===== src/rtl/seq_divider_16by8_if.sv =====
// Valid/ready bundle between a divider client and the divider.
// master drives operands and accepts results; slave is the divider.
interface seq_divider_16by8_if #(
   parameter int DIVIDEND_W = 16,
   parameter int DIVISOR_W  = 8
);
   logic                  in_valid;
   logic                  in_ready;
   logic [DIVIDEND_W-1:0] dividend;
   logic [DIVISOR_W-1:0]  divisor;
   logic                  out_valid;
   logic                  out_ready;
   logic [DIVIDEND_W-1:0] quotient;
   logic [DIVISOR_W-1:0]  remainder;
   logic                  div_by_zero;

   modport master (
      output in_valid,
      output dividend,
      output divisor,
      output out_ready,
      input  in_ready,
      input  out_valid,
      input  quotient,
      input  remainder,
      input  div_by_zero
   );

   modport slave (
      input  in_valid,
      input  dividend,
      input  divisor,
      input  out_ready,
      output in_ready,
      output out_valid,
      output quotient,
      output remainder,
      output div_by_zero
   );
endinterface


===== src/rtl/seq_divider_16by8.sv =====
// Iterative radix-2 restoring divider, one quotient bit per clock.
// Divide by zero short-circuits to all-ones quotient in one cycle.
module seq_divider_16by8 #(
   parameter int DIVIDEND_W = 16,
   parameter int DIVISOR_W  = 8
) (
   input logic                clock,
   input logic                reset,
   seq_divider_16by8_if.slave bus
);

   localparam int CW = (DIVIDEND_W > 1) ? $clog2(DIVIDEND_W) : 1;

   typedef enum logic [1:0] {
      IDLE,
      CALC,
      DONE
   } state_t;

   state_t                state;
   state_t                state_nxt;
   logic [DIVISOR_W-1:0]  r;
   logic [DIVISOR_W-1:0]  r_nxt;
   logic [DIVIDEND_W-1:0] q;
   logic [DIVIDEND_W-1:0] q_nxt;
   logic [DIVISOR_W-1:0]  dvsr;
   logic [DIVISOR_W-1:0]  dvsr_nxt;
   logic [CW-1:0]         cnt;
   logic [CW-1:0]         cnt_nxt;
   logic [DIVIDEND_W-1:0] quo;
   logic [DIVIDEND_W-1:0] quo_nxt;
   logic [DIVISOR_W-1:0]  rem;
   logic [DIVISOR_W-1:0]  rem_nxt;
   logic                  dbz;
   logic                  dbz_nxt;

   logic [DIVISOR_W:0]    p;
   logic [DIVISOR_W-1:0]  diff;
   logic                  ge;

   // p carries the extra top bit so 2*divisor-1 compares correctly.
   assign p    = {r, q[DIVIDEND_W-1]};
   assign ge   = (p >= {1'b0, dvsr});
   // When ge holds, p - dvsr < dvsr, so the low bits are exact.
   assign diff = p[DIVISOR_W-1:0] - dvsr;

   assign bus.quotient    = quo;
   assign bus.remainder   = rem;
   assign bus.div_by_zero = dbz;

   always_ff @(posedge clock) begin
      if (reset) begin
         state <= IDLE;
         r     <= '0;
         q     <= '0;
         dvsr  <= '0;
         cnt   <= '0;
         quo   <= '0;
         rem   <= '0;
         dbz   <= 1'b0;
      end else begin
         state <= state_nxt;
         r     <= r_nxt;
         q     <= q_nxt;
         dvsr  <= dvsr_nxt;
         cnt   <= cnt_nxt;
         quo   <= quo_nxt;
         rem   <= rem_nxt;
         dbz   <= dbz_nxt;
      end
   end

   always_comb begin
      state_nxt     = state;
      r_nxt         = r;
      q_nxt         = q;
      dvsr_nxt      = dvsr;
      cnt_nxt       = cnt;
      quo_nxt       = quo;
      rem_nxt       = rem;
      dbz_nxt       = dbz;
      bus.in_ready  = 1'b0;
      bus.out_valid = 1'b0;

      case (state)
         IDLE: begin
            bus.in_ready = 1'b1;
            if (bus.in_valid) begin
               dvsr_nxt = bus.divisor;
               q_nxt    = bus.dividend;
               r_nxt    = '0;
               if (bus.divisor == '0) begin
                  state_nxt = DONE;
                  quo_nxt   = '1;
                  rem_nxt   = bus.dividend[DIVISOR_W-1:0];
                  dbz_nxt   = 1'b1;
               end else begin
                  state_nxt = CALC;
                  cnt_nxt   = CW'(DIVIDEND_W - 1);
               end
            end
         end

         CALC: begin
            r_nxt   = ge ? diff : p[DIVISOR_W-1:0];
            q_nxt   = {q[DIVIDEND_W-2:0], ge};
            cnt_nxt = cnt - CW'(1);
            if (cnt == '0) begin
               state_nxt = DONE;
               quo_nxt   = {q[DIVIDEND_W-2:0], ge};
               rem_nxt   = ge ? diff : p[DIVISOR_W-1:0];
               dbz_nxt   = 1'b0;
            end
         end

         DONE: begin
            bus.out_valid = 1'b1;
            if (bus.out_ready) begin
               state_nxt = IDLE;
            end
         end

         default: begin
            state_nxt = IDLE;
         end
      endcase
   end

endmodule

===== src/flat_wrapper.sv =====
// flat-port wrapper written by rule: the top's interface ports become plain ports
module seq_divider_16by8_flat 
#(
   parameter int DIVIDEND_W = 16,
   parameter int DIVISOR_W  = 8
)
  (clock, reset, bus_in_valid, bus_dividend, bus_divisor, bus_out_ready, bus_in_ready, bus_out_valid, bus_quotient, bus_remainder, bus_div_by_zero);
  seq_divider_16by8_if #(.DIVIDEND_W(DIVIDEND_W), .DIVISOR_W(DIVISOR_W)) bus_i ();
  input logic clock;
  input logic reset;
  input wire logic [$bits(bus_i.in_valid)-1:0] bus_in_valid;
  input wire logic [$bits(bus_i.dividend)-1:0] bus_dividend;
  input wire logic [$bits(bus_i.divisor)-1:0] bus_divisor;
  input wire logic [$bits(bus_i.out_ready)-1:0] bus_out_ready;
  output wire logic [$bits(bus_i.in_ready)-1:0] bus_in_ready;
  output wire logic [$bits(bus_i.out_valid)-1:0] bus_out_valid;
  output wire logic [$bits(bus_i.quotient)-1:0] bus_quotient;
  output wire logic [$bits(bus_i.remainder)-1:0] bus_remainder;
  output wire logic [$bits(bus_i.div_by_zero)-1:0] bus_div_by_zero;
  assign bus_i.in_valid = bus_in_valid;
  assign bus_i.dividend = bus_dividend;
  assign bus_i.divisor = bus_divisor;
  assign bus_i.out_ready = bus_out_ready;
  assign bus_in_ready = bus_i.in_ready;
  assign bus_out_valid = bus_i.out_valid;
  assign bus_quotient = bus_i.quotient;
  assign bus_remainder = bus_i.remainder;
  assign bus_div_by_zero = bus_i.div_by_zero;
  seq_divider_16by8 #(.DIVIDEND_W(DIVIDEND_W), .DIVISOR_W(DIVISOR_W)) u_core (.clock(clock), .reset(reset), .bus(bus_i));
endmodule

===== config.mk =====
export PLATFORM = sky130hd
export DESIGN_NAME = seq_divider_16by8_flat
export DESIGN_NICKNAME = d
export VERILOG_FILES = /design/src/rtl/seq_divider_16by8_if.sv /design/src/rtl/seq_divider_16by8.sv /design/src/flat_wrapper.sv
export SDC_FILE = /design/constraint.sdc
export NUM_CORES = 1
export LEC_CHECK = 0
export CAP_MARGIN = 20
export CORE_MARGIN = 4
export CORE_UTILIZATION = 31
export CTS_CLUSTER_DIAMETER = 200
export CTS_CLUSTER_SIZE = 20
export DETAILED_ROUTE_END_ITERATION = 8
export SLEW_MARGIN = 20
export SYNTH_ARGS = -nofsm -noshare
export SYNTH_HDL_FRONTEND = slang
export SYNTH_SLANG_ARGS = --single-unit

===== constraint.sdc =====
create_clock -name clock -period 2.03 [get_ports clock]
set_input_delay 0.3045 -clock clock [delete_from_list [all_inputs] [get_ports clock]]
set_output_delay 0.3045 -clock clock [all_outputs]
set_load 0.005 [all_outputs]

==> flow_summary.ini <==
[run_status]
status = finished, violations left
violations = negative setup slack

[floorplanning]
die_y_um = 107
ioPinCount = 55
dieArea_mm2 = 0.0114
initial_core_util_pct = 32.3
rows = 35
die_x_um = 107
design.core.area_mm2 = 0.00937

[timing]
rsz0062_at_grt = true
fin_setup_tns_ns = -0.460
finalHoldViolations = 0
finalWorstSetupSlack_ns = -0.102
worst_slew_pin_slew_ns = 0.582
slew_violations = 0
max-slew-margin-rel_pct = 61.2
finalSetupViolations = 12
period_minus_slack_ns = 2.13
fin_crit_sh_pct = 105
fmax_ghz = 0.469
clock-skew-final_ns = 0.00834

[setup_path]
crit_required_ns = 2.28
cp-start-kind = register
criticalPathCategory = register to register
cp_max_fo = 5
cp-end-kind = register
arrival_ns = 2.38
rr_worst_depth = 8

[placement]
pre_cts_slack_ns = -0.188
dpl.hpwl_mm = 5.54
io_buffers = 54
gp_congestion = 0.790

[layout]
area_growth_pct = 45.3
num-nets-final = 494
fin_util_pct = 46.9
drive_gt1_share_pct = 25.4
insertedDiodeCount = 0
nFillCells = 941

[min_path]
min_path_type = input pin to register
min_path_cells = 2

[yosys]
synthesis.nets = 407
netlist_area_mm2 = 0.00303
synth_top_flop_cell = dfxtp_1
ys_warn_count = 0
ys_ff_latch = 63
syn_avg_cell_area_um2 = 8.20
netlist_instances = 369
synth_edf_count = 0
synth-seq-area-share_pct = 41.7
async_flop_share_pct = 0
netlist-cell-type-count = 49

[cts]
clock_path_buffers = 2
hold_buffers = 0
cts_tree = yes
htreeDepth = 3
clk_pin_slew_ns = 0.08
clock_sinks = 63
clk-insertion-delay-late_ns = 0.35
cts_root_buffer = clkbuf_8
numCtsBuffers = 9

[global_route]
first_global_vias = 2757
grt_use_total_pct = 14.3
grt-ovfl-total = 0
grt_antenna_before_repair = 0
grt_max_degree = 47
grt_pass1_wl_mm = 13.4

[routing]
wl_per_cell_um = 13.8
viasPerCell = 4.87
routed_wl_mm = 8.12
drt_iter0_drc = 118
detail-route-antenna-nets = 0
drc = 0
route.vias.total = 2875
first_pass_iters = 4

[power]
power_mw = 4.69
leakagePower_nw = 1.65
p_per_area_mw_per_mm2 = 1070
ir_drop_v = 0.000483

[flow_run]
cap_violations = 0
## state kept, by name, indices dropped and copies added (netlist names)
name and cells:
u_core.cnt 4, u_core.r 8, u_core.state 2, u_core.bus.quotient 16, u_core.dvsr 8, u_core.bus.remainder 8, u_core.q 16, u_core.bus.div_by_zero 1
## final cells by class
cell class | instances | area, um^2 | area share [%]
repair buffers | 102 | 966 | 22.0
well taps | 129 | 161 | 3.67
multi-input cells | 268 | 1750 | 39.9
clock buffers | 9 | 124 | 2.82
clock inverters | 7 | 72.6 | 1.65
inverters | 12 | 45.0 | 1.02
flip-flops and latches | 63 | 1270 | 29.0
## power breakdown
group          switching (mW)  internal (mW)
clock                   0.532          0.568
combinational           0.982           1.11
sequential              0.116           1.38
## synth_stat cells, types with 2 or more instances
cell | number | area share, %
clkbuf_1 | 14 | 1.7
a21o_1 | 2 | 0.50
a31oi_1 | 3 | 0.62
or4_4 | 2 | 0.74
or2_2 | 2 | 0.41
o21ai_0 | 6 | 0.99
mux2i_1 | 2 | 0.66
xor2_1 | 2 | 0.58
nor3_1 | 5 | 0.83
nand2b_1 | 3 | 0.62
nand2_1 | 55 | 6.8
and3_1 | 3 | 0.62
dfxtp_1 | 63 | 42
buf_2 | 8 | 1.3
o211ai_1 | 3 | 0.74
or3_1 | 2 | 0.41
buf_6 | 3 | 1.1
a211oi_1 | 21 | 5.2
a311oi_1 | 17 | 4.9
a21oi_1 | 29 | 4.8
nor2b_1 | 6 | 1.2
nor2_2 | 2 | 0.41
ha_1 | 9 | 3.7
nor2_1 | 65 | 8.1
inv_1 | 12 | 1.5
o211ai_2 | 2 | 0.83
o21a_1 | 5 | 1.2
a311oi_2 | 2 | 0.99
## metal layers
metal  track usage, %  part of all wire [%]  routed length (um)
met1             19.9                    49                3950
met2             21.6                    45                3680
met3             3.67                   4.5                 365
met4             4.75                   1.5                 123
met5                0                     0                   0
## critical path: stages (launching register included)
cell,delay (ns)
dfxtp_2,0.35
ha_4,0.25
a21o_1,0.16
a221o_1,0.38
buf_4,0.15
a41oi_4,0.25
and3_1,0.21
a31oi_2,0.05
a311oi_1,0.24
## stage by stage
step	cell area, um^2	hold WS, ns	std cells
global placement	3960	0.445	568
detailed placement	3960	0.449	568
CTS	4300	0.425	586
global route	4400	0.452	590
floorplan	3040	0.431	369
finish	4400	0.441	590
## what timing repair did
action                                  CTS  global route
setup buffers                             2             3
gates resized for setup                  28            18
endpoints found under the setup margin   16            34
gates cloned                              0             1
pin swaps                                 9            12
## cell usage in the layout, fill, tap and decap left out, drive strengths merged, types with 3 or more instances in the layout
cell and count:
a311oi 19, o21a 5, inv 13, ha 9, nand2 56, nand2b 3
a211oi 21, a21o 3, o211ai 5, nor3 5, buf 48, clkdlybuf4s50 53
o21ai 6, clkinv 3, a21oi 29, dfxtp 63, a31oi 3, nor2 68
clkbuf 10, and3 3, nor2b 6
## logic make-up after synthesis
kind of cell / synth area share (%)
xor gates and xnor gates: 0.868
and+or+nand+nor: 22.7
buffers and inverters: 5.79
muxes: 0.661
DFF: 41.7
AOI/OAI and AO/OA: 23.9
adders and majority gates: 4.38
## worst paths after layout
| check | slack [ns] | startpoint | to |
|---|---|---|---|
| max reg2reg | -0.10 | u_core.r[5] | u_core.bus.remainder[6] |
| max | -0.10 | u_core.r[5] | u_core.bus.remainder[6] |
| min | 0.44 | reset | u_core.cnt[0] |
| min reg2reg | 0.46 | u_core.dvsr[5] | u_core.dvsr[5] |
No activity file was read; power rests on OpenSTA's default activity.
==> patch (config.mk and constraints unchanged) <==
Encoding of `state_t`: now one-hot (3 bits for 3 states).
--- a/src/rtl/seq_divider_16by8.sv
+++ b/src/rtl/seq_divider_16by8.sv
@@ -13,6 +13,6 @@
 
-   typedef enum logic [1:0] {
-      IDLE,
-      CALC,
-      DONE
+   typedef enum logic [2:0] {
+      IDLE = 3'b001,
+      CALC = 3'b010,
+      DONE = 3'b100
    } state_t;
Check against the original RTL: same outputs for any inputs over 10 cycles, from zero or initial values and one cycle with reset high; not proved beyond that.
==> patch against the original RTL <==
  * The flow still finishes with violations (setup timing)
  * Sequential cell count is 1 higher
  * Total power is 6.0% lower
  * Routed wire length up 8.7%
  * Synthesized area down 0.87%
  * Worst setup slack better by 0.095 ns
  * Via count increased by 3.2%
  * Non-clock buffer count grew 9
  * Maximum frequency rose by 4.7%
  * First-iteration DRC count increased by 28%
  * Cell area grew 4.6%
  * Largest power group unchanged
  * Highest routed layer unchanged
==> patch: results <==
metrics = {
    "synth": {
        "synth.area.top_cells": "dfxtp_1, nand2_1, nor2_1, a311oi_1, a211oi_1",
        "synth_commonest_cells": "nand2_1, dfxtp_1, nor2_1",
        "ys_ff_latch": 64,
    },
    "final_layout": {
        "drive_above_1_share_pct": 28.4,
        "fillers": 908,
        "clock_cell_area_share_pct": 4.98,
        "multi_input_area_um2": 1760,
        "buf_share_pct": 23.7,
        "layout.nets": 505,
        "syn_to_final_growth_pct": 53.3,
    },
    "power_and_ir_drop": {
        "fin_total_pwr_mw": 4.41,
        "leakagePower_nw": 1.81,
        "power.share.clock_pct": 28.4,
        "p_comb_mw": 1.60,
    },
    "placement": {
        "place_hpwl_um": 5630,
        "place_congestion": 0.804,
    },
    "sta": {
        "hold_ws_ns": 0.348,
        "timing.final.ws_setup_ns": -0.00620,
        "worst_pin_slew_ns": 0.446,
        "fin_skew_ns": 0.0134,
        "setup_viol": 1,
    },
    "critical_path": {
        "ff2ff_setup_slack_ns": -0.006,
        "cp_slowest_cell": "dfxtp_2",
    },
    "worst_hold_path": {
        "hold_start": "bus_divisor[5]",
        "holdPathEnd": "u_core.dvsr[5]$_SDFFE_PP0P_",
        "min_path_cells": 4,
    },
    "outcome": {
        "violations": "setup timing",
        "status": "finished, violations left",
    },
    "global_route": {
        "grt_pass1_wl_um": 13100,
    },
    "route": {
        "viasPerCell": 4.94,
    },
}
## patch: changes by cell type after synthesis, moves of 3 or more
cell and change:
a311oi_1 +4, and2_1 +3, and3_1 -3, clkbuf_1 +3, buf_4 +3, a21oi_1 -7
nor2b_1 -4, a211oi_1 -3, buf_2 -6, nand2_1 +18, nor2_1 -7, inv_1 +3
xnor2_1 +3
## patch: stage by stage
| stage | area [µm²] | cells | setup slack, ns | setup TNS, ns | utilization (%) |
|---|---|---|---|---|---|
| 2_1_floorplan | 3000 | 369 | 0.00952 | 0 | - |
| 3_5_place_dp | 3940 | 573 | -0.361 | -7.55 | 42.3 |
| 5_1_grt | 4600 | 601 | -0.0749 | -0.220 | 49.3 |
| 3_3_place_gp | 3940 | 573 | -0.294 | -6.53 | 42.3 |
| 4_1_cts | 4240 | 589 | 0.000319 | 0 | 45.4 |
| 6_report | 4600 | 601 | -0.00620 | -0.00620 | 49.3 |
## patch: cell families after synthesis
kind of cell	synth area share (%)
and+or+nand+nor	21.9
buffers and inverters	5.96
DFF	42.7
adders and majority gates	4.42
xor gates and xnor gates	1.46
muxes	0.709
AOI/OAI and AO/OA	22.9
## patch: timing repair
item                                    4_1_cts  5_1_grt
endpoints found under the setup margin       15       31
resized for setup                            14       60
pin swaps                                     2       23
setup buffers                                 0       10
hold buffers                                  0        0
cloned                                        0        4
## patch: per-layer routing
| layer | share of wire [%] | up-vias | GRT usage, % |
|---|---|---|---|
| li1 | - | 1489 | - |
| met1 | 46 | 1401 | 18.8 |
| met2 | 48 | 70 | 22.9 |
| met3 | 5.0 | 8 | 3.28 |
| met4 | 1.2 | 0 | 5.00 |
| met5 | 0 | - | 0 |
